File: config.mk
export PLATFORM = sky130hd
export DESIGN_NAME = led_pattern
export DESIGN_NICKNAME = d
export VERILOG_FILES = /design/src/rtl/led_pattern.sv
export SDC_FILE = /design/constraint.sdc
export NUM_CORES = 1
export LEC_CHECK = 0
export BUFFER_PORTS_ARGS = -buffer_cell sky130_fd_sc_hd__buf_2
export CAP_MARGIN = 25
export CORE_MARGIN = 8
export CORE_UTILIZATION = 60
export CTS_CLUSTER_SIZE = 30
export DETAILED_ROUTE_END_ITERATION = 10
export HOLD_SLACK_MARGIN = 0.02
export PLACE_DENSITY = 0.88
export SETUP_SLACK_MARGIN = 0.5
export SLEW_MARGIN = 40
export SYNTH_ARGS = -nofsm -noshare
export SYNTH_HDL_FRONTEND = slang
export SYNTH_SLANG_ARGS = --single-unit
File: constraint.sdc
create_clock -name clk -period 4.2 [get_ports clk]
set_clock_uncertainty 0.1 [all_clocks]
set_input_delay 0.21 -clock clk [delete_from_list [all_inputs] [get_ports clk]]
set_output_delay 0.21 -clock clk [all_outputs]
set_load 0.02 [all_outputs]
File: src/rtl/led_pattern.sv
// LED pattern generator: a prescaler produces step ticks that drive a binary,
// Gray, bouncing-scanner or PWM-breathing pattern on N_LEDS registered outputs.
module led_pattern #(
  parameter int N_LEDS   = 4,
  parameter int TICK_DIV = 2097152,
  parameter int PWM_W    = 8
) (
  input  logic              clk,
  input  logic              rst,
  input  logic [1:0]        mode,
  input  logic              mode_wr,
  input  logic              pause,
  output logic [N_LEDS-1:0] leds,
  output logic              tick,
  output logic [1:0]        cur_mode
);
  localparam int PRESC_W = $clog2(TICK_DIV);
  localparam int POS_W   = (N_LEDS > 1) ? $clog2(N_LEDS) : 1;
  localparam logic [PWM_W-1:0] DUTY_MAX = '1;

  typedef enum logic [1:0] {M_BIN, M_GRAY, M_SCAN, M_BREATHE} mode_e;

  logic [PRESC_W-1:0] presc_q, presc_d;
  logic [N_LEDS-1:0]  step_q, step_d;
  logic [POS_W-1:0]   pos_q, pos_d;
  logic               sdir_q, sdir_d;   // scanner direction, 0 = up
  logic [PWM_W-1:0]   duty_q, duty_d;
  logic               bdir_q, bdir_d;   // breathe direction, 0 = up
  logic [PWM_W-1:0]   pwm_q, pwm_d;
  logic [N_LEDS-1:0]  leds_q, leds_d;
  logic               tick_q, tick_d;
  mode_e              mode_q, mode_d;
  logic               wrap;

  always_ff @(posedge clk or posedge rst) begin
    if (rst) begin
      presc_q <= '0;
      step_q  <= '0;
      pos_q   <= '0;
      sdir_q  <= 1'b0;
      duty_q  <= '0;
      bdir_q  <= 1'b0;
      pwm_q   <= '0;
      leds_q  <= '0;
      tick_q  <= 1'b0;
      mode_q  <= M_BIN;
    end else begin
      presc_q <= presc_d;
      step_q  <= step_d;
      pos_q   <= pos_d;
      sdir_q  <= sdir_d;
      duty_q  <= duty_d;
      bdir_q  <= bdir_d;
      pwm_q   <= pwm_d;
      leds_q  <= leds_d;
      tick_q  <= tick_d;
      mode_q  <= mode_d;
    end
  end

  always_comb begin
    wrap    = !pause && (presc_q == PRESC_W'(TICK_DIV - 1));
    presc_d = presc_q;
    step_d  = step_q;
    pos_d   = pos_q;
    sdir_d  = sdir_q;
    duty_d  = duty_q;
    bdir_d  = bdir_q;
    pwm_d   = pwm_q + PWM_W'(1);
    tick_d  = wrap;
    mode_d  = mode_q;

    if (!pause) presc_d = wrap ? '0 : presc_q + PRESC_W'(1);

    // Every engine steps on every tick; only the active one is displayed.
    if (wrap) begin
      step_d = step_q + N_LEDS'(1);
      if (N_LEDS > 1) begin
        if (!sdir_q) begin
          pos_d = pos_q + POS_W'(1);
          if (pos_q == POS_W'(N_LEDS - 2)) sdir_d = 1'b1;
        end else begin
          pos_d = pos_q - POS_W'(1);
          if (pos_q == POS_W'(1)) sdir_d = 1'b0;
        end
      end
      if (!bdir_q) begin
        duty_d = duty_q + PWM_W'(1);
        if (duty_q == DUTY_MAX - PWM_W'(1)) bdir_d = 1'b1;
      end else begin
        duty_d = duty_q - PWM_W'(1);
        if (duty_q == PWM_W'(1)) bdir_d = 1'b0;
      end
    end

    // A mode write restarts the pattern and suppresses a coincident tick.
    if (mode_wr) begin
      mode_d  = mode_e'(mode);
      presc_d = '0;
      step_d  = '0;
      pos_d   = '0;
      sdir_d  = 1'b0;
      duty_d  = '0;
      bdir_d  = 1'b0;
      tick_d  = 1'b0;
    end

    case (mode_q)
      M_BIN:   leds_d = step_q;
      M_GRAY:  leds_d = step_q ^ (step_q >> 1);
      M_SCAN:  leds_d = N_LEDS'(1) << pos_q;
      default: leds_d = {N_LEDS{pwm_q < duty_q}};
    endcase
  end

  assign leds     = leds_q;
  assign tick     = tick_q;
  assign cur_mode = mode_q;
endmodule

[Word level (Yosys, flattened, before mapping)]
Index checks and enable logic that the tools add are counted.
Word-level totals
  register bits after elaboration: 52
  input bits: 6
  output and inout port bits: 7
Cells by class
  $add $sub $neg: 7
  $lt $le $gt $ge: 1
  equal/unequal tests: 8
  shift operators: 1
  mux-type cells: 23
  bitwise gates (word level): 1
  reduce and logical (&&, ||, !) cells: 4
Operators by type and width (count)
  $mux 21: 3
  $mux 8: 3
  $add 21x1->21 const B: 1
  $eq 21x21->1 const B: 1
  $add 8x1->8 const B: 2
  $pmux 4 s3: 1
  $mux 1: 11
  $eq 8x1->1 const B: 1
  $eq 8x8->1 const B: 1
  $lt 8x8->1: 1
  $mux 4: 2
  $sub 8x1->8 const B: 1
  $mux 2: 3
  $add 4x1->4 const B: 1
  $eq 2x1->1 const B: 2
  $eq 2x2->1 const B: 2
  $shl 1x2->4 const A: 1
  $xor 4x3->4: 1
  $add 2x1->2 const B: 1
  $logic_not 2->1: 1
  $ne 2x2->1 const B: 1
  $reduce_bool 2->1: 1
  $sub 2x1->2 const B: 1
  $logic_and 1x1->1: 1
  $logic_not 1->1: 1

[Depth between registers and ports, before layout]
Gate-level depths: netlist of run 1.
  depth in word-level cells: 5
  gate-level depth with buffers: 7
  depth with buffers taken out: 7

[Least setup slack after synthesis of run 1]
Ideal clock, no wire load.
  path kind: reg2reg
  from: register presc_q[0]
  to: register duty_q[7]
  library setup time: 0.128 ns
  arrival: 1.638 ns
  path slack: 2.335 ns
  cell stages (with the launch flop): 8
  buffers on the path: 1
  period minus slack after synthesis: 1.865 ns
  cells stage by stage: dfrtp_1 -> ha_1 -> nand4b_1 -> nor4_1 -> and3_1 -> buf_2 -> o21ai_1 -> mux2_1
Between the ends
  longest elaborated chain between the ends: 3
RTL lines
  start: declaration: RTL line 23  | logic [PRESC_W-1:0] presc_q, presc_d;
  start signal: assignment: RTL line 48  | presc_q <= presc_d;
  $eq 21x21->1: RTL line 62  | wrap = !pause && (presc_q == PRESC_W'(TICK_DIV - 1));
  $logic_and 1x1->1: RTL line 62
  $reduce_bool 2->1 (no line)
  end signal: assignment: RTL line 52  | duty_q <= duty_d;
  end: declaration: RTL line 27  | logic [PWM_W-1:0] duty_q, duty_d;
No other way between the ends.
A chain may end at the register's enable or synchronous reset.

[Final worst setup path of run 1]
Same ends and word-level chain as after synthesis.

==> metrics, run 1 <==
Sequential cell area=1300 um^2; Hold Vio Cnt, Final=0; data required time at the worst endpoint=4.29 ns; library cell with the highest instance count after synthesis=sky130_fd_sc_hd__dfrtp_1; largest area contributor in the netlist=sky130_fd_sc_hd__dfrtp_1; Hold/Removal Path Class=input port to flip-flop; final-stage net count=327; starting density of the core=0.619; clock network latency to the later pin of the worst-skew pair=0.30 ns; worst-case hold path end point=cur_mode[1]; final total negative setup slack=0 ns; total congestion overflow after global routing=0; DR WL/cell=14.8 um; PortBufs=12; worst-case register-to-register setup slack=2.02 ns; layout overhead on the synthesized area=6.68%; proportion of netlist area held by the largest area contributor=0.445; Worst Reg2Reg Path Length in Cells=6; outcome=completed; area of the multi-input gates=1500 um^2; Post-DP HPWL=3.88 mm; Final Hold Slack=0.0249 ns; start point of the worst hold path=mode[1]; Cells after Synth=292; post-detailed-routing wire length=5.46 mm; row count=25; number of flip-flops and latches in the synthesized netlist=52; hold path depth=3; leakage dissipation=0.00130 uW; antenna violations before repair=0; crit path kind=flip-flop to flip-flop; critical-path maximum fanout=9; clock buffers created by TritonCTS=5; sw power=192 uW; sequence of cells on the critical path=ha_1 > nand4b_1 > nor4_1 > and3_1 > o21ai_1 > mux2_1; clock tree from TritonCTS=yes; cell with the largest stage delay on the worst path=sky130_fd_sc_hd__and3_1; period utilisation layout=0.520; Critical Path End Type=flip-flop; Max Cap Violations=0; total routing usage reported by global routing=0.161; power share of the clock group=0.347; delay-heaviest family, CP=simple AND/OR/NAND/NOR gates; I/O pins=13; number of sinks driven by the clock tree=52; fraction of registers with async set or reset after synthesis=1.00; CP startpoint kind=flip-flop; netlist area before placement=2920 um^2; setup violators final=0; Die Area=7360 um^2; power density of the placed cells=270 nW/um^2; max-slew violation total from the final report=0; share of total power in combinational logic=0.047; part of the Yosys area used for sequential elements=0.445; CTS H-tree depth=2; top cells by instance count after synthesis=sky130_fd_sc_hd__dfrtp_1, sky130_fd_sc_hd__nor2_1, sky130_fd_sc_hd__xnor2_1; global-route wire length before repair=9.55 mm; final weighted congestion of routability-driven global placement=0.854; relative slew slack=0.576; number of enable flip-flop cells after synthesis=0; largest net degree at the start of global routing=53; transition time at the pin with the least slew margin=0.636 ns; Fmax=458 MHz; cell types with the largest area share after synthesis=sky130_fd_sc_hd__dfrtp_1, sky130_fd_sc_hd__xnor2_1, sky130_fd_sc_hd__ha_1, sky130_fd_sc_hd__nor2_1, sky130_fd_sc_hd__inv_1; Die X=85.8 um; fraction of final layout cells sized beyond drive strength 1=0.122; data arrival time at the worst-slack endpoint=2.28 ns; vias in the first global route=2172; number of DRC violations after detailed routing=0; number of vias in the routed layout=2078; endpoint of the lowest-slack register-to-register path=duty_q[7]; cell-internal power=650 uW; routed via count divided by cell count=5.62; nets in the synthesized netlist=317; number of distinct library cell variants in the gate-level netlist after synthesis=50; worst flop-to-flop path startpoint=presc_q[0]; clock root buffer master=sky130_fd_sc_hd__clkbuf_8; Worst Path Buf+Inv=0; maximum clock insertion buffer count=2; unrepaired setup endpoints after global routing=false; Mapped Avg Cell Area=10.0 um^2; Yosys warning count=0; Pre-Repair DR Iteration Count=4; register share of total power=0.606; flip-flop cell with the highest count after synthesis=sky130_fd_sc_hd__dfrtp_1; Die Ht=85.8 um; count of antenna-violating nets left after detailed routing=0; Sw Ratio=0.228; clock period minus worst slack=2.18 ns; largest vdd supply drop=0.231 mV; Std-Cell Core Area=4720 um^2; diode insertion count for antenna repair=0; starting DRC count in detailed routing=124; count of filler cells inserted in the layout=355; Largest stage delay, worst path=0.48 ns; clock edge transition at the registers on the reported setup and hold paths=0.09 ns
-- routing by layer --
layer  routed length, um  share of wire  GRT usage
met1                2400           0.44      0.185
met2                2790           0.51      0.283
met3                 221          0.040     0.0372
met4                  53         0.0097     0.0589
met5                   0              0          0
-- worst max-delay path by stage --
| stage | startpoint | to | depth (start not counted) |
|---|---|---|---|
| 2_1_floorplan | presc_q[0] | duty_q[7] | 7 |
| 6_report | presc_q[0] | duty_q[7] | 6 |
| 3_3_place_gp | mode_wr | presc_q[19] | 6 |
| 3_5_place_dp | mode_wr | presc_q[19] | 6 |
| 4_1_cts | presc_q[0] | duty_q[7] | 6 |
| 5_1_grt | presc_q[0] | duty_q[7] | 6 |
-- area by class of cell --
type                            instances  area share
Multi-Input combinational cell        212       0.481
Tap cell                               67      0.0269
Timing Repair Buffer                   13      0.0225
Clock inverter                          1     0.00241
Clock buffer                            7      0.0277
Inverter                               18      0.0225
Sequential cell                        52       0.417
-- stage by stage --
stage               setup WS (ns)  cell area, um^2  power (uW)  instances   util
floorplan                    2.33             2920         547        292      -
global placement             2.10             3010         557        361  0.638
detailed placement           2.05             3020         559        361  0.638
CTS                          2.02             3120         850        370  0.660
global route                 1.88             3120         873        370  0.660
finish                       2.02             3120         841        370  0.660
-- state kept, by name, indices dropped and copies added, names as in the netlist --
signal	flops
step_q	4
presc_q	21
sdir_q	1
tick	1
bdir_q	1
leds	4
duty_q	8
cur_mode	2
pwm_q	8
pos_q	2
-- cell usage in the layout (no fill, tap or decap), types with 2 or more instances in the layout --
cell type / Yosys / routed
sky130_fd_sc_hd__dfrtp_1: 52 / 52
sky130_fd_sc_hd__nor2_1: 47 / 47
sky130_fd_sc_hd__xnor2_1: 29 / 29
sky130_fd_sc_hd__ha_1: 19 / 19
sky130_fd_sc_hd__inv_1: 18 / 17
sky130_fd_sc_hd__nand2_1: 17 / 17
sky130_fd_sc_hd__buf_2: 5 / 12
sky130_fd_sc_hd__nor3_1: 10 / 10
sky130_fd_sc_hd__nand3_1: 8 / 8
sky130_fd_sc_hd__nand4_1: 7 / 7
sky130_fd_sc_hd__a21oi_1: 7 / 7
sky130_fd_sc_hd__nor3_2: 6 / 6
sky130_fd_sc_hd__xor2_1: 6 / 6
sky130_fd_sc_hd__clkbuf_8: 0 / 6
sky130_fd_sc_hd__and3_1: 4 / 4
sky130_fd_sc_hd__nor4_1: 3 / 3
sky130_fd_sc_hd__o21ai_1: 3 / 3
sky130_fd_sc_hd__mux2_1: 3 / 3
sky130_fd_sc_hd__mux2_2: 3 / 3
sky130_fd_sc_hd__nor2b_1: 3 / 3
sky130_fd_sc_hd__a221o_1: 3 / 3
sky130_fd_sc_hd__nand3b_1: 2 / 2
sky130_fd_sc_hd__nand3_2: 2 / 2
sky130_fd_sc_hd__and4_1: 2 / 2
sky130_fd_sc_hd__a211oi_2: 2 / 2
sky130_fd_sc_hd__nand2b_1: 2 / 2
sky130_fd_sc_hd__a211oi_1: 2 / 2
sky130_fd_sc_hd__o21ai_0: 2 / 2
sky130_fd_sc_hd__mux2i_1: 2 / 2
-- cell families after synthesis --
logic type | share of synthesized area
xor+xnor | 0.105
buf+inv | 0.0419
simple gates | 0.229
compound gates | 0.0676
fa+ha+maj | 0.0813
flops | 0.445
mux | 0.0300
-- worst reg2reg max path, cell delays in order, from the launching register on --
cell and delay [ns]:
sky130_fd_sc_hd__dfrtp_1 0.40, sky130_fd_sc_hd__ha_1 0.25, sky130_fd_sc_hd__nand4b_1 0.13, sky130_fd_sc_hd__nor4_1 0.24, sky130_fd_sc_hd__and3_1 0.48, sky130_fd_sc_hd__o21ai_1 0.15
sky130_fd_sc_hd__mux2_1 0.33
-- power groups by stage --
| stage | Combinational [uW] | Sequential [uW] | Clock, uW |
|---|---|---|---|
| floorplan | 25.8 | 521 | 0 |
| global placement | 37.7 | 520 | 0 |
| detailed placement | 39.2 | 520 | 0 |
| CTS | 40.2 | 510 | 299 |
| global route | 44.4 | 511 | 318 |
| finish | 39.2 | 510 | 292 |
-- timing repair --
action,4_1_cts,5_1_grt
hold buffers,1,0
hold endpoints to repair,52,0
buffers inserted,0,0
gates resized for setup,0,0
Note: power is estimated with default switching activity, not from simulation.
==> run 2: changes to the inputs <==
Settings changed: CORE_UTILIZATION 60 to 55, PLACE_DENSITY 0.88 to 0.85.
Clock period 4.2 ns to 1.84 ns, I/O delays scaled along.
==> metrics, run 2 (synthesized netlist as in run 1, its figures left out) <==
Max Cap Violations=0 (unchanged); unrepaired setup endpoints after global routing=true; leakage dissipation=0.00176 uW (+35%); routed wl met3=383 um (+73%); I/O pins=13 (unchanged); number of DRC violations after detailed routing=0 (unchanged); clock buffers created by TritonCTS=5 (unchanged); data arrival time at the worst-slack endpoint=2.14 ns (-0.14 ns); most flop-heavy register=presc_q; power density of the placed cells=541 nW/um^2 (+100%); clock period minus worst slack=2.06 ns (-0.123 ns); Fmax=485 MHz (+6.0%); global-route wire length before repair=11.8 mm (+24%); worst-case register-to-register setup slack=-0.22 ns (-2.24 ns); largest net degree at the start of global routing=32 (-40%); Critical Path End Type=flip-flop; starting density of the core=0.573 (-0.0466); diode insertion count for antenna repair=0 (unchanged); critical-path maximum fanout=4 (-5); layout overhead on the synthesized area=36.0%; total met2 wirelength after detailed routing=4.42 mm (+59%); top layer in use=met4; antenna violations before repair=0 (unchanged); routed via count divided by cell count=5.93 (+5.6%); starting DRC count in detailed routing=172 (+39%); setup violators final=36 (+36); max-slew violation total from the final report=0 (unchanged); transition time at the pin with the least slew margin=0.522 ns (-0.114 ns); placed instance count=397 (+10%); Die X=88.9 um (+3.6%); clock network latency to the later pin of the worst-skew pair=0.31 ns (about the same); clock tree from TritonCTS=yes; Regs by FF count=presc_q: 21 flops, duty_q: 8 flops, pwm_q: 8 flops; period utilisation layout=1.12 (+0.600); CP startpoint kind=flip-flop; outcome=finished with violations; row count=26 (+4.0%); cell with the largest stage delay on the worst path=sky130_fd_sc_hd__or4_4; vias in the first global route=2555 (+18%); sequence of cells on the critical path=nand2_1 > or4_4 > buf_12 > o21ai_2 > mux2_4 > nor2_1; violated checks=negative setup slack; Die Area=7910 um^2 (+7.4%); max reg flops=21 (unchanged); largest vdd supply drop=0.445 mV (+93%); final-stage net count=379 (+16%); worst path setup slack after routing=-0.220 ns (-2.24 ns); total routing usage reported by global routing=0.193 (+0.0326); post-detailed-routing wire length=8.42 mm (+54%); Largest stage delay, worst path=0.63 ns (+0.15 ns); Hold Vio Cnt, Final=0 (unchanged); most frequent cells in the layout=sky130_fd_sc_hd__dfrtp_1, sky130_fd_sc_hd__buf_4, sky130_fd_sc_hd__nor2_1; total congestion overflow after global routing=0 (unchanged); number of vias in the routed layout=2520 (+21%); count of antenna-violating nets left after detailed routing=0 (unchanged); CTS H-tree depth=2 (unchanged); data required time at the worst endpoint=1.92 ns (-2.37 ns); relative slew slack=0.652 (+0.0753); Final Instance Count excl. Fillers=425 (+15%); PortBufs=12 (unchanged); Post-DP HPWL=4.29 mm (+11%); Std-Cell Core Area=5110 um^2 (+8.1%); Die Ht=88.9 um (+3.6%); number of sinks driven by the clock tree=52 (unchanged); maximum clock insertion buffer count=2 (unchanged); M1 WL=3.16 mm (+32%); final design utilization=0.779 (+0.118); crit path kind=flip-flop to flip-flop; clock root buffer master=sky130_fd_sc_hd__clkbuf_8; DR WL/cell=19.8 um (+34%); final weighted congestion of routability-driven global placement=0.822 (-3.7%); fraction of final layout cells sized beyond drive strength 1=0.392 (+0.269); Hold/Removal Path Class=input port to flip-flop; most common cell after layout, fill and taps aside=sky130_fd_sc_hd__dfrtp_1; Pre-Repair DR Iteration Count=4 (unchanged); clock edge transition at the registers on the reported setup and hold paths=0.09 ns (about the same)
## run 2: cell count changes in the layout (fill, tap and decap cells not counted), sizes merged
cell | previous run | this run
buf | 12 | 59
dlygate4sd3 | 1 | 4
nand2 | 17 | 19
bufinv | 0 | 1
clkbuf | 7 | 6
clkinv | 0 | 1
inv | 18 | 17
## run 2: report_power, final
part	internal (uW)	total, uW	switching, uW
logic	53.2	148	94.4
clock network	445	840	395
registers	1150	1160	12.0
## run 2: path summary, 6_finish.rpt
check	from	to	cells past startpoint
hold reg to reg	pwm_q[7]	pwm_q[7]	1
setup / recovery	presc_q[19]	presc_q[19]	6
hold / removal	pause	presc_q[1]	3
min in group asynchronous	rst	presc_q[2]	3
max in group asynchronous	rst	pwm_q[1]	4
setup reg to reg	presc_q[19]	presc_q[19]	6
## run 2: timing repair
action | 4_1_cts | 5_1_grt
hold buffers | 4 | 0
resized for setup | 22 | 52
endpoints found under the hold margin | 24 | 0
endpoints found under the setup margin | 42 | 43
pin swaps | 21 | 32
setup buffers | 7 | 7
cloned | 1 | 1
## run 2: area by class of cell
| type | count | area (um^2) |
|---|---|---|
| clock buffer | 6 | 82.6 |
| clock inverter | 2 | 38.8 |
| fill | 296 | 1130 |
| inverter | 18 | 71.3 |
| multi-input combinational | 214 | 1890 |
| sequential | 52 | 1300 |
| tap | 70 | 87.6 |
| timing repair buffer | 63 | 505 |
## run 2: worst max-delay path, delay by kind of cell (launching register included)
kind / cells / cell delay (ns)
buffers and inverters: 1 / 0.17
AO/OA/AOI/OAI: 1 / 0.16
flip-flops: 1 / 0.45
AND/OR/NAND/NOR: 3 / 0.86
multiplexers: 1 / 0.19
## run 2: stage by stage
step | power, uW | hold slack, ns | setup TNS [ns] | instance area [um^2] | worst slack, ns
6_report | 2150 | 0.0709 | -3.36 | 3980 | -0.220
4_1_cts | 2130 | 0.0304 | -1.60 | 3680 | -0.142
2_1_floorplan | 1250 | 0.0471 | -0.0576 | 2980 | -0.0121
5_1_grt | 2230 | 0.0715 | -6.74 | 3980 | -0.277
3_3_place_gp | 1290 | 0.0433 | -0.0347 | 3330 | -0.0138
3_5_place_dp | 1290 | 0.0501 | -0.713 | 3330 | -0.114
## run 2: per-layer routing
| metal | vias up | track usage |
|---|---|---|
| met2 | 95 | 0.349 |
| met4 | 0 | 0.0968 |
| li1 | 1132 | - |
| met1 | 1246 | 0.209 |
| met3 | 47 | 0.0386 |
| met5 | - | 0 |
==> run 3: changes to the inputs <==
Settings changed: CORE_ASPECT_RATIO set to 1.75, CTS_CLUSTER_SIZE 30 to 12.
==> metrics, run 3 (synthesized netlist as in run 1, its figures left out) <==
outcome=finished with violations; violated checks=negative setup slack; clock network latency to the later pin of the worst-skew pair=0.31 ns (about the same); most common cell after layout, fill and taps aside=sky130_fd_sc_hd__dfrtp_1; Die X=71.1 um (-20%); data required time at the worst endpoint=1.94 ns (+0.02 ns); power density of the placed cells=509 nW/um^2 (-5.9%); endpoint of the lowest-slack register-to-register path=duty_q[5]; count of antenna-violating nets left after detailed routing=0 (unchanged); clock buffers created by TritonCTS=5 (unchanged); global-route wire length before repair=12.4 mm (+4.7%); post-detailed-routing wire length=8.04 mm (-4.6%); Hold/Removal Path Class=input port to flip-flop; PortBufs=12 (unchanged); vias in the first global route=2690 (+5.3%); final weighted congestion of routability-driven global placement=0.881 (+7.2%); CTS H-tree depth=2 (unchanged); period utilisation layout=1.07 (-0.0526); fraction of final layout cells sized beyond drive strength 1=0.369 (-0.0221); leakage dissipation=0.00179 uW (+2.1%); starting DRC count in detailed routing=139 (-19%); Die Area=8000 um^2 (+1.2%); max reg flops=21 (unchanged); Worst Reg2Reg Path Length in Cells=5 (-1); unrepaired setup endpoints after global routing=true; Die Ht=112 um (+26%); I/O pins=13 (unchanged); setup violators final=9 (-75%); Worst setup endpoint=duty_q[5]; final design utilization=0.747 (-0.0318); worst path setup slack after routing=-0.123 ns (+0.0967 ns); clock tree from TritonCTS=yes; post-placement worst setup slack=-0.0395 ns (+0.0746 ns); relative slew slack=0.661 (+0.00923); most frequent cells in the layout=sky130_fd_sc_hd__dfrtp_1, sky130_fd_sc_hd__nor2_1, sky130_fd_sc_hd__buf_4; clock period minus worst slack=1.96 ns (-0.0967 ns); Total Power Consumption=1980 uW (-7.9%); routed via count divided by cell count=5.91 (-0.39%); diode insertion count for antenna repair=0 (unchanged); transition time at the pin with the least slew margin=0.508 ns (-0.0138 ns); most flop-heavy register=presc_q; Critical Path End Type=flip-flop; crit path kind=flip-flop to flip-flop; final-stage net count=384 (+1.3%); critical-path maximum fanout=4 (unchanged); number of sinks driven by the clock tree=52 (unchanged); total congestion overflow after global routing=0 (unchanged); maximum clock insertion buffer count=2 (unchanged); CP startpoint kind=flip-flop; number of vias in the routed layout=2451 (-2.7%); Fmax=509 MHz (+4.9%); layout overhead on the synthesized area=33.1%; Hold Vio Cnt, Final=0 (unchanged); Std-Cell Core Area=5210 um^2 (+2.0%); worst flop-to-flop path startpoint=duty_q[0]; max-slew violation total from the final report=0 (unchanged); Max Cap Violations=0 (unchanged); number of DRC violations after detailed routing=0 (unchanged); DR WL/cell=19.4 um (-2.3%); Regs by FF count=presc_q: 21 flops, duty_q: 8 flops, pwm_q: 8 flops; worst-case register-to-register setup slack=-0.12 ns (+0.10 ns); Post-DP HPWL=4.53 mm (+5.5%); clock edge transition at the registers on the reported setup and hold paths=0.10 ns (about the same); row count=35 (+35%); clock root buffer master=sky130_fd_sc_hd__clkbuf_8; CP Launch Point=duty_q[0]; antenna violations before repair=0 (unchanged); largest vdd supply drop=0.415 mV (-6.8%); total routing usage reported by global routing=0.197 (+0.00374); Pre-Repair DR Iteration Count=4 (unchanged); starting density of the core=0.561 (-0.0114); data arrival time at the worst-slack endpoint=2.06 ns (-0.08 ns); largest net degree at the start of global routing=27 (-16%)
## run 3: how the worst min path moves through the flow
stage	startpoint	to	slack [ns]	cells after the start
floorplan	rst	bdir_q	0.05	1
global placement	rst	presc_q[5]	0.04	2
detailed placement	rst	presc_q[4]	0.04	2
CTS	pause	presc_q[0]	0.05	3
global route	pause	presc_q[0]	0.08	3
finish	pause	presc_q[0]	0.06	3
## run 3: cell type report
cell class / instances / area [um^2]
multi-input cells: 214 / 1830
fillers: 311 / 1320
flip-flops and latches: 52 / 1300
repair buffers: 68 / 528
inverters: 18 / 71.3
clock buffers: 5 / 68.8
well taps: 55 / 68.8
clock inverters: 3 / 27.5
## run 3: worst max-delay path, stage by stage, from the launching register on
cell and delay, ns:
sky130_fd_sc_hd__dfrtp_1 0.46, sky130_fd_sc_hd__or4b_4 0.59, sky130_fd_sc_hd__o32a_1 0.35, sky130_fd_sc_hd__nor3_4 0.13, sky130_fd_sc_hd__xnor2_1 0.15, sky130_fd_sc_hd__nor2_1 0.06
## run 3: routing by layer
layer / global-route usage / wire length (um) / up-vias
met5: 0 / 0 / -
li1: - / - / 1138
met3: 0.0384 / 256 / 35
met1: 0.174 / 2800 / 1204
met4: 0.159 / 454 / 0
met2: 0.368 / 4530 / 74
## run 3: report_power, final
| part | switching, uW | internal, uW | leakage (uW) |
|---|---|---|---|
| Sequential | 11.0 | 1150 | 0.000706 |
| Combinational | 79.1 | 41.9 | 0.00104 |
| Clock | 417 | 280 | 0.0000463 |
## run 3: what timing repair did
item	4_1_cts	5_1_grt
setup buffers	9	4
hold endpoints to repair	24	0
resized for setup	35	24
hold buffers	4	0
endpoints found under the setup margin	42	43
cloned	2	0
pin swaps	13	11
## run 3: per-stage QoR
| stage | TNS [ns] | instance area [um^2] | hold WS [ns] | instances |
|---|---|---|---|---|
| 2_1_floorplan | -0.0576 | 2980 | 0.0471 | 292 |
| 3_3_place_gp | 0 | 3340 | 0.0367 | 388 |
| 3_5_place_dp | -0.239 | 3340 | 0.0425 | 388 |
| 4_1_cts | -0.171 | 3720 | 0.0482 | 411 |
| 5_1_grt | -1.74 | 3890 | 0.0783 | 415 |
| 6_report | -0.553 | 3890 | 0.0599 | 415 |
